`config.mk`:
```
export PLATFORM = sky130hd
export DESIGN_NAME = spike_encoder
export DESIGN_NICKNAME = d
export VERILOG_FILES = /design/src/rtl/spike_pkg.sv /design/src/rtl/spike_encoder_lane.sv /design/src/rtl/spike_encoder.sv
export SDC_FILE = /design/constraint.sdc
export NUM_CORES = 1
export LEC_CHECK = 0
export CORE_MARGIN = 2
export CORE_UTILIZATION = 43
export CTS_CLUSTER_SIZE = 24
export DETAILED_ROUTE_END_ITERATION = 16
export HOLD_SLACK_MARGIN = 0.03
export PLACE_DENSITY_LB_ADDON = 0.15
export SLEW_MARGIN = 20
export SYNTH_ARGS = -nofsm -noshare
export SYNTH_HDL_FRONTEND = slang
export SYNTH_SLANG_ARGS = --single-unit
export TNS_END_PERCENT = 20
```
`constraint.sdc`:
```
create_clock -name clk -period 2.6 [get_ports clk]
set_clock_uncertainty 0.2 [all_clocks]
set_input_delay 0.26 -clock clk [delete_from_list [all_inputs] [get_ports clk]]
set_output_delay 0.26 -clock clk [all_outputs]
set_load 0.01 [all_outputs]
```
`src/rtl/spike_pkg.sv`:
```
//------------------------------------------------------------------------------
// Module   : spike_pkg
// Purpose  : Shared types and helpers for the time-to-first-spike encoder.
//            Provides the encoder state type, the lane count default, the
//            default spike window and the intensity-to-slot quantiser.
// Ports    : none (package)
// Revision : 1.0 - initial release
//------------------------------------------------------------------------------
`default_nettype none

`ifndef NUM_SPIKES
`define NUM_SPIKES 4
`endif

package spike_pkg;

  // Default lane count comes from the project-wide define.
  localparam int NUM_LANES     = `NUM_SPIKES;

  // Default geometry; the window is always a power of two of the slot bits.
  localparam int VBITS_DEFAULT = 8;
  localparam int TBITS_DEFAULT = 3;
  localparam int WIN           = 1 << TBITS_DEFAULT;

  // Working width of the quantiser; wide enough for any legal VBITS.
  localparam int QW            = 32;

  typedef enum logic [0:0] {
    IDLE = 1'b0,
    RUN  = 1'b1
  } enc_state_t;

  typedef struct packed {
    logic          enable;
    logic [QW-1:0] slot;
  } quant_t;

  // Keeps the top TBITS of the intensity. A zero level disables the lane;
  // any other level maps to slot (WIN-1)-q, so brighter inputs fire earlier
  // and slot WIN-1 is never used for a spike.
  function automatic quant_t quantize(input logic [QW-1:0] val,
                                      input int            vbits,
                                      input int            tbits);
    logic [QW-1:0] mask;
    logic [QW-1:0] q;
    quant_t        r;
    mask     = (QW'(1) << tbits) - QW'(1);
    q        = (val >> (vbits - tbits)) & mask;
    r.enable = |q;
    r.slot   = mask - q;
    return r;
  endfunction

endpackage

`default_nettype wire

```
`src/rtl/spike_encoder_lane.sv`:
```
//------------------------------------------------------------------------------
// Module   : spike_lane
// Purpose  : One encoder lane. Captures the quantised spike slot and enable
//            bit on the accept strobe and fires a single-cycle spike when the
//            shared slot counter reaches the captured slot.
// Ports    : clk, rst_n      - clock, asynchronous active-low reset
//            load            - accept strobe from the top-level handshake
//            clear           - synchronous abort, drops the enable
//            val             - raw lane intensity
//            cnt, run        - shared slot counter and volley-active flag
//            spike           - spike pulse for this lane
// Revision : 1.0 - initial release
//------------------------------------------------------------------------------
`default_nettype none

module spike_lane
  import spike_pkg::*;
#(
  parameter int VBITS = 8,
  parameter int TBITS = 3
) (
  input  logic             clk,
  input  logic             rst_n,
  input  logic             load,
  input  logic             clear,
  input  logic [VBITS-1:0] val,
  input  logic [TBITS-1:0] cnt,
  input  logic             run,
  output logic             spike
);

  quant_t           w_quant;
  logic [TBITS-1:0] w_slot;
  logic             w_unused_slot_bits;
  logic             r_enable;
  logic [TBITS-1:0] r_slot;

  assign w_quant = quantize(QW'(val), VBITS, TBITS);
  assign w_slot  = w_quant.slot[TBITS-1:0];

  // Upper quantiser bits are always zero for a TBITS-wide slot.
  assign w_unused_slot_bits = ^w_quant.slot[QW-1:TBITS];

  always_ff @(posedge clk or negedge rst_n) begin
    if (!rst_n) begin
      r_enable <= 1'b0;
      r_slot   <= '0;
    end else if (clear) begin
      r_enable <= 1'b0;
      r_slot   <= '0;
    end else if (load) begin
      r_enable <= w_quant.enable;
      r_slot   <= w_slot;
    end
  end

  assign spike = run & r_enable & (cnt == r_slot);

endmodule

`default_nettype wire

```
`src/rtl/spike_encoder.sv`:
```
//------------------------------------------------------------------------------
// Module   : spike_encoder
// Purpose  : Time-to-first-spike encoder. Accepts one vector of N intensities
//            per volley and emits at most one spike per lane inside a window
//            of 2^TBITS cycles; brighter lanes spike earlier.
// Ports    : clk, rst_n      - clock, asynchronous active-low reset
//            in_valid/ready  - input vector handshake
//            in_vals         - lane intensities, lane i on index i
//            clear           - synchronous abort of the current volley
//            spikes_out      - per-lane spike pulses
//            frame_start     - pulses in slot 0 of each volley
//            frame_done      - pulses in slot WIN-1 of each volley
//            busy            - volley in progress
// Revision : 1.0 - initial release
//------------------------------------------------------------------------------
`default_nettype none

module spike_encoder
  import spike_pkg::*;
#(
  parameter int N     = NUM_LANES,
  parameter int VBITS = 8,
  parameter int TBITS = 3       // legal range 1..VBITS
) (
  input  logic                      clk,
  input  logic                      rst_n,
  input  logic                      in_valid,
  input  logic [N-1:0][VBITS-1:0]   in_vals,
  output logic                      in_ready,
  input  logic                      clear,
  output logic [N-1:0]              spikes_out,
  output logic                      frame_start,
  output logic                      frame_done,
  output logic                      busy
);

  localparam logic [TBITS-1:0] C_LAST = {TBITS{1'b1}};

  enc_state_t       r_state;
  enc_state_t       w_state_nxt;
  logic [TBITS-1:0] r_cnt;
  logic [TBITS-1:0] w_cnt_nxt;
  logic             r_alive;
  logic             w_run;
  logic             w_last;
  logic             w_accept;

  // Holds in_ready low while in reset and releases it on the first edge
  // after deassertion, independent of the state register's IDLE value.
  always_ff @(posedge clk or negedge rst_n) begin
    if (!rst_n) begin
      r_alive <= 1'b0;
    end else begin
      r_alive <= 1'b1;
    end
  end

  always_ff @(posedge clk or negedge rst_n) begin
    if (!rst_n) begin
      r_state <= IDLE;
      r_cnt   <= '0;
    end else begin
      r_state <= w_state_nxt;
      r_cnt   <= w_cnt_nxt;
    end
  end

  assign w_run    = (r_state == RUN);
  assign w_last   = (r_cnt == C_LAST);
  assign in_ready = r_alive & (~w_run | w_last);

  // clear outranks a simultaneous handshake.
  assign w_accept = in_valid & in_ready & ~clear;

  always_comb begin
    w_state_nxt = r_state;
    w_cnt_nxt   = r_cnt;
    if (clear) begin
      w_state_nxt = IDLE;
      w_cnt_nxt   = '0;
    end else begin
      case (r_state)
        IDLE: begin
          if (w_accept) begin
            w_state_nxt = RUN;
            w_cnt_nxt   = '0;
          end
        end
        RUN: begin
          if (w_last) begin
            // Back-to-back accept restarts the window with no idle gap.
            w_state_nxt = w_accept ? RUN : IDLE;
            w_cnt_nxt   = '0;
          end else begin
            w_cnt_nxt   = r_cnt + 1'b1;
          end
        end
        default: begin
          w_state_nxt = IDLE;
          w_cnt_nxt   = '0;
        end
      endcase
    end
  end

  assign frame_start = w_run & (r_cnt == '0);
  assign frame_done  = w_run & w_last;
  assign busy        = w_run;

  generate
    for (genvar i = 0; i < N; i++) begin : g_lane
      spike_lane #(
        .VBITS (VBITS),
        .TBITS (TBITS)
      ) u_lane (
        .clk   (clk),
        .rst_n (rst_n),
        .load  (w_accept),
        .clear (clear),
        .val   (in_vals[i]),
        .cnt   (r_cnt),
        .run   (w_run),
        .spike (spikes_out[i])
      );
    end
  endgenerate

endmodule

`default_nettype wire

```
==> impl_metrics.yaml <==
run_status:
  status: "completed"
detailed_routing:
  routed_wl_mm: 1.972
  via_per_inst: 5.308
  post_drt_wl_per_cell_um: 13.79
  vias: 759
  ant_nets: 0
  drt_iter0_markers: 6
  drt_first_pass_iters: 4
  drc: 0
floorplanning:
  die_w_um: 53.82
  rows: 18
  core_um2: 2410
  dieArea_um2: 2897
  ios: 44
  start_util_pct: 44.29
  fp.dieH_um: 53.82
timing:
  hold_violations: 0
  fmax_mhz: 403.1
  worst_slew_pin_slew_ns: 0.5655
  finalCriticalPeriod_ns: 2.481
  rsz0062_at_grt: "false"
  maxSlewHeadroom_pct: 62.30
  post-route-period-util_pct: 95.41
  hold_ws_ns: 0.09264
  setup_tns_ns: 0
  finalMaxSlewViolations: 0
  setup_viol: 0
place:
  numPortBuffers: 23
  routabilityCongestion: 0.7177
  dp_hpwl_mm: 1.361
power:
  p_per_area_nw_per_um2: 465.1
  power.leakage_uw: 0.0005814
  vdd_drop_max_v: 0.0004323
grt:
  antenna_found_initial: 0
  grtUsageTotal_pct: 15.64
  overflow: 0
  grt_pass1_wl_mm: 3.229
  grt_max_degree: 22
  grt_pass1_vias: 765
layout:
  multi_input_area_um2: 473.0
  fin_nets: 153
  n_fill_cell: 222
  layout-drive-gt1-share_pct: 7.965
  regArea_um2: 526.8
  fin_util_pct: 54.62
  synthToLayoutAreaGrowth_pct: 23.33
  diodes: 0
run:
  cap_violations: 0
clock_tree:
  clk_latency_ns: 0.29
  max-clock-path-buffers: 2
  path_clk_slew_ns: 0.11
  hold_buffers: 0
  cts_made_buffers: 3
  htreeDepth: 1
  cts_root_buf: "clkbuf_4"
  clock-sinks: 21
  cts_tree: "built"
synthesis:
  ys.flop_type: "dfrtp_1"
  synth_edf_count: 0
  synth.most_common_cell: "dfrtp_1"
  ys_seq_area_share_pct: 49.24
  syn_area_per_cell_um2: 11.35
  syn_inst: 94
  synthesis.area_um2: 1067
  synth_area_leaders: "dfrtp_1, o2bb2ai_1, xor2_1"
  synth-seq-cells: 21
  yosys_warnings: 0
  async_flop_share_pct: 100.0
  synth_cell_types: 21
  synth_top_area_share_pct: 49.24
  yosys.area.top_type: "dfrtp_1"
  synthesis.nets: 133
  yosys-top-cells-count: "dfrtp_1, o2bb2ai_1, nor3_1, xor2_1"
worst_setup_path:
  critPathCaptureType: "output port"
  r2r_slack_ns: 0.53
  required_ns: 2.14
  crit_type: "reg2out"
  r2r_cells: 5
  path_max_fanout: 6
  cp.arrival_ns: 2.02
  worst_setup_path_start_kind: "flop"
worst_hold_path:
  hold_path.class: "in2async"
==> registers in the layout, indices dropped and copies added (netlist names) <==
signal	cells
busy	1
g_lane.u_lane.r_enable	4
g_lane.u_lane.r_slot	12
r_alive	1
r_cnt	3
==> worst paths after layout <==
check / startpoint / endpoint
hold / removal: rst_n / r_alive$_DFF_PN0_
setup / recovery: r_cnt[1]$_DFFE_PN0P_ / in_ready
max in group asynchronous: rst_n / r_cnt[1]$_DFFE_PN0P_
setup reg to reg: r_cnt[1]$_DFFE_PN0P_ / g_lane[1].u_lane.r_enable$_DFFE_PN0P_
min in group clk: g_lane[2].u_lane.r_enable$_DFFE_PN0P_ / g_lane[2].u_lane.r_enable$_DFFE_PN0P_
hold reg to reg: g_lane[2].u_lane.r_enable$_DFFE_PN0P_ / g_lane[2].u_lane.r_enable$_DFFE_PN0P_
==> area by class of cell <==
| type | count | area share [%] |
|---|---|---|
| repair buffers | 25 | 18.63 |
| multi-input cells | 61 | 35.93 |
| well taps | 30 | 2.852 |
| flip-flops and latches | 21 | 40.02 |
| clock buffers | 4 | 1.996 |
| inverters | 2 | 0.5703 |
==> through the flow <==
stage	cell area [µm²]	setup WS [ns]	cells	power, µW
detailed placement	1289	0.4017	139	470.0
CTS	1315	0.05086	143	623.3
floorplan	1067	0.8718	94	416.5
global route	1316	0.05317	143	645.4
global placement	1289	0.4168	139	468.5
finish	1316	0.1194	143	612.2
==> timing repair <==
| item | CTS | global route |
|---|---|---|
| gates resized for setup | 0 | 1 |
| endpoints found under the setup margin | 0 | 1 |
| buffers inserted | 0 | 0 |
==> cells in the final DEF (no fill, tap or decap) <==
cell type and count:
a31oi_4 1, a32o_1 1, and2_1 2, buf_4 2, clkbuf_1 1, clkbuf_4 3, clkdlybuf4s50_1 23, conb_1 1
dfrtp_1 20, dfrtp_2 1, ha_1 3, inv_1 2, nand2_1 4, nand2b_4 1, nand3_1 4, nand4b_2 1
nor2_1 4, nor2b_1 1, nor3_1 8, o2bb2ai_1 18, xnor2_1 4, xor2_1 8
==> layer usage <==
metal / vias to the layer above / global-route usage (%) / wire length, µm
met3: 2 / 3.333 / 76
met4: 0 / 5.128 / 15
met1: 375 / 18.75 / 891
met5: - / 0 / 0
met2: 15 / 27.64 / 989
li1: 367 / - / -
==> critical path: stages (launching register included) <==
cell and delay (ns):
dfrtp_2 0.49, ha_1 0.21, ha_1 0.21, nand2b_4 0.17, and2_1 0.18, clkdlybuf4s50_1 0.47
==> kinds of logic after synthesis <==
family / Yosys count / synth area share (%)
adder cells (fa/ha/maj): 3 / 3.517
buffers and inverters: 12 / 6.447
AO/OA/AOI/OAI: 20 / 17.70
flip-flops: 21 / 49.24
XOR/XNOR: 12 / 9.848
other: 1 / 0.3514
AND/OR/NAND/NOR: 25 / 12.89
==> report_power, final <==
part           switching [µW]  internal (µW)  leakage [µW]
sequential               17.2            344      0.000282
clock                    89.8           59.6     0.0000150
combinational            47.0           54.8      0.000285
total                     154            458      0.000581
Power figures use the tool's default switching activity.
==> RTL edit (same flow settings) <==
Reset style: synchronous (`rst_n`), changed in 3 clocked blocks. Comments in the files are not updated.
--- a/src/rtl/spike_encoder_lane.sv
+++ b/src/rtl/spike_encoder_lane.sv
@@ -41,7 +41,7 @@
   // Upper quantiser bits are always zero for a TBITS-wide slot.
   assign w_unused_slot_bits = ^w_quant.slot[QW-1:TBITS];
 
-  always_ff @(posedge clk or negedge rst_n) begin
+  always_ff @(posedge clk) begin
     if (!rst_n) begin
       r_enable <= 1'b0;
       r_slot   <= '0;
--- a/src/rtl/spike_encoder.sv
+++ b/src/rtl/spike_encoder.sv
@@ -47,7 +47,7 @@
 
   // Holds in_ready low while in reset and releases it on the first edge
   // after deassertion, independent of the state register's IDLE value.
-  always_ff @(posedge clk or negedge rst_n) begin
+  always_ff @(posedge clk) begin
     if (!rst_n) begin
       r_alive <= 1'b0;
     end else begin
@@ -55,7 +55,7 @@
     end
   end
 
-  always_ff @(posedge clk or negedge rst_n) begin
+  always_ff @(posedge clk) begin
     if (!rst_n) begin
       r_state <= IDLE;
       r_cnt   <= '0;
Formal check against the unedited RTL: differs if rst_n is asserted again (counterexample within 4 cycles, from zero or initial values and one cycle with rst_n low); with rst_n held inactive, the same outputs for 10 cycles.
==> RTL edit against the original RTL <==
- routed wire length up 9.5%
- setup slack gained 48 ps
- synthesized cell count up 24%
- sequential cell count stayed put
- area after synthesis rose by 2.7%
- cell area shrank 0.67%
- via count up 13%
- sequential power down 5.8%
- sequential share of layout area shrank 7.9 points
- total power decreased by 4.9%
- first-iteration DRC count rose by 83%
- critical endpoint unchanged
- largest power group unchanged
- highest routed layer unchanged
==> RTL edit: results (changes against the original RTL) <==
metal3 WL 85 um (+12%); Synth top cells by count dfxtp_1, a21oi_1, a211oi_2; CP max stage cell dfxtp_1; top_reg_cell synth dfxtp_1; slew margin rel. 69.7% (+7.4 points); pre-CTS setup slack 492 ps (+90.6 ps); fillcell total 246 (+11%); first-pass GRT wire length 3.55 mm (+10%); wl on met1 1.01 mm (+13%); met1 usage 20.8% (+2.1 points); fraction of layout cells with a size suffix above 1 14.5% (+6.5 points); CP max stage delay 520 ps (+30 ps); Netlist cell types 24 (+14%); Hold Crit Class in -> reg; metal2 WL 1.05 mm (+6.1%); post-synthesis sequential area ratio 38.4% (-11 points); Max VDD drop 0.000355 V (-18%); Worst Path Arrival 1970 ps (-50 ps); hpwl dp 1.46 mm (+7.3%); Post-synth ARST share 0% (-100 points); vias in the first global route 812 (+6.1%); Mapped Nets 156 (+17%); GPL Wtd Cong 0.683 (-4.8%); status complete, no violations; synth top area cells dfxtp_1, a211oi_2, a21oi_1
[RTL edit: cell types whose count changed after synthesis, sizes merged, moves of 2 or more]
cell	unedited run	this run
buf	6	11
nor2	4	2
a211oi	0	16
dfrtp	21	0
dfxtp	0	21
and2	2	4
o2bb2ai	18	0
a21oi	0	19
[RTL edit: final cells by class]
| cell class | count | area (um^2) | share of cell area, % |
|---|---|---|---|
| clock buffer | 3 | 22.5 | 1.72 |
| clock inverter | 1 | 5.00 | 0.383 |
| multi-input combinational | 78 | 562 | 43.0 |
| inverter | 2 | 7.51 | 0.574 |
| sequential | 21 | 420 | 32.2 |
| tap | 30 | 37.5 | 2.87 |
| timing repair buffer | 26 | 253 | 19.3 |
[RTL edit: path summary, 6_finish.rpt]
check / startpoint / endpoint / slack [ps]
min reg2reg: g_lane[3].u_lane.r_slot[0] / g_lane[3].u_lane.r_slot[0] / 340
max reg2reg: r_cnt[1] / g_lane[2].u_lane.r_enable / 570
max: r_cnt[1] / in_ready / 170
min: rst_n / r_alive / 230
[RTL edit: logic make-up after synthesis]
logic type | after synthesis | synth area share, %
AO/OA/AOI/OAI | 36 | 25.0
XOR/XNOR | 12 | 9.59
adder cells (fa/ha/maj) | 3 | 3.43
buffers and inverters | 18 | 10.4
flip-flops | 21 | 38.4
AND/OR/NAND/NOR | 27 | 13.2
[RTL edit: where the power goes]
group          leakage [uW]  internal, uW  total, uW  switching (uW)
logic              0.000295          46.2       88.3            42.1
clock network     0.0000177          57.2        154            96.3
registers          0.000171           332        340            8.15
[RTL edit: through the flow]
step	instance area [um^2]	utilization, %	cells
6_report	1310	53.3	161
5_1_grt	1310	53.3	161
4_1_cts	1310	53.3	161
3_5_place_dp	1280	52.1	157
3_3_place_gp	1280	52.1	157
2_1_floorplan	1100	-	117
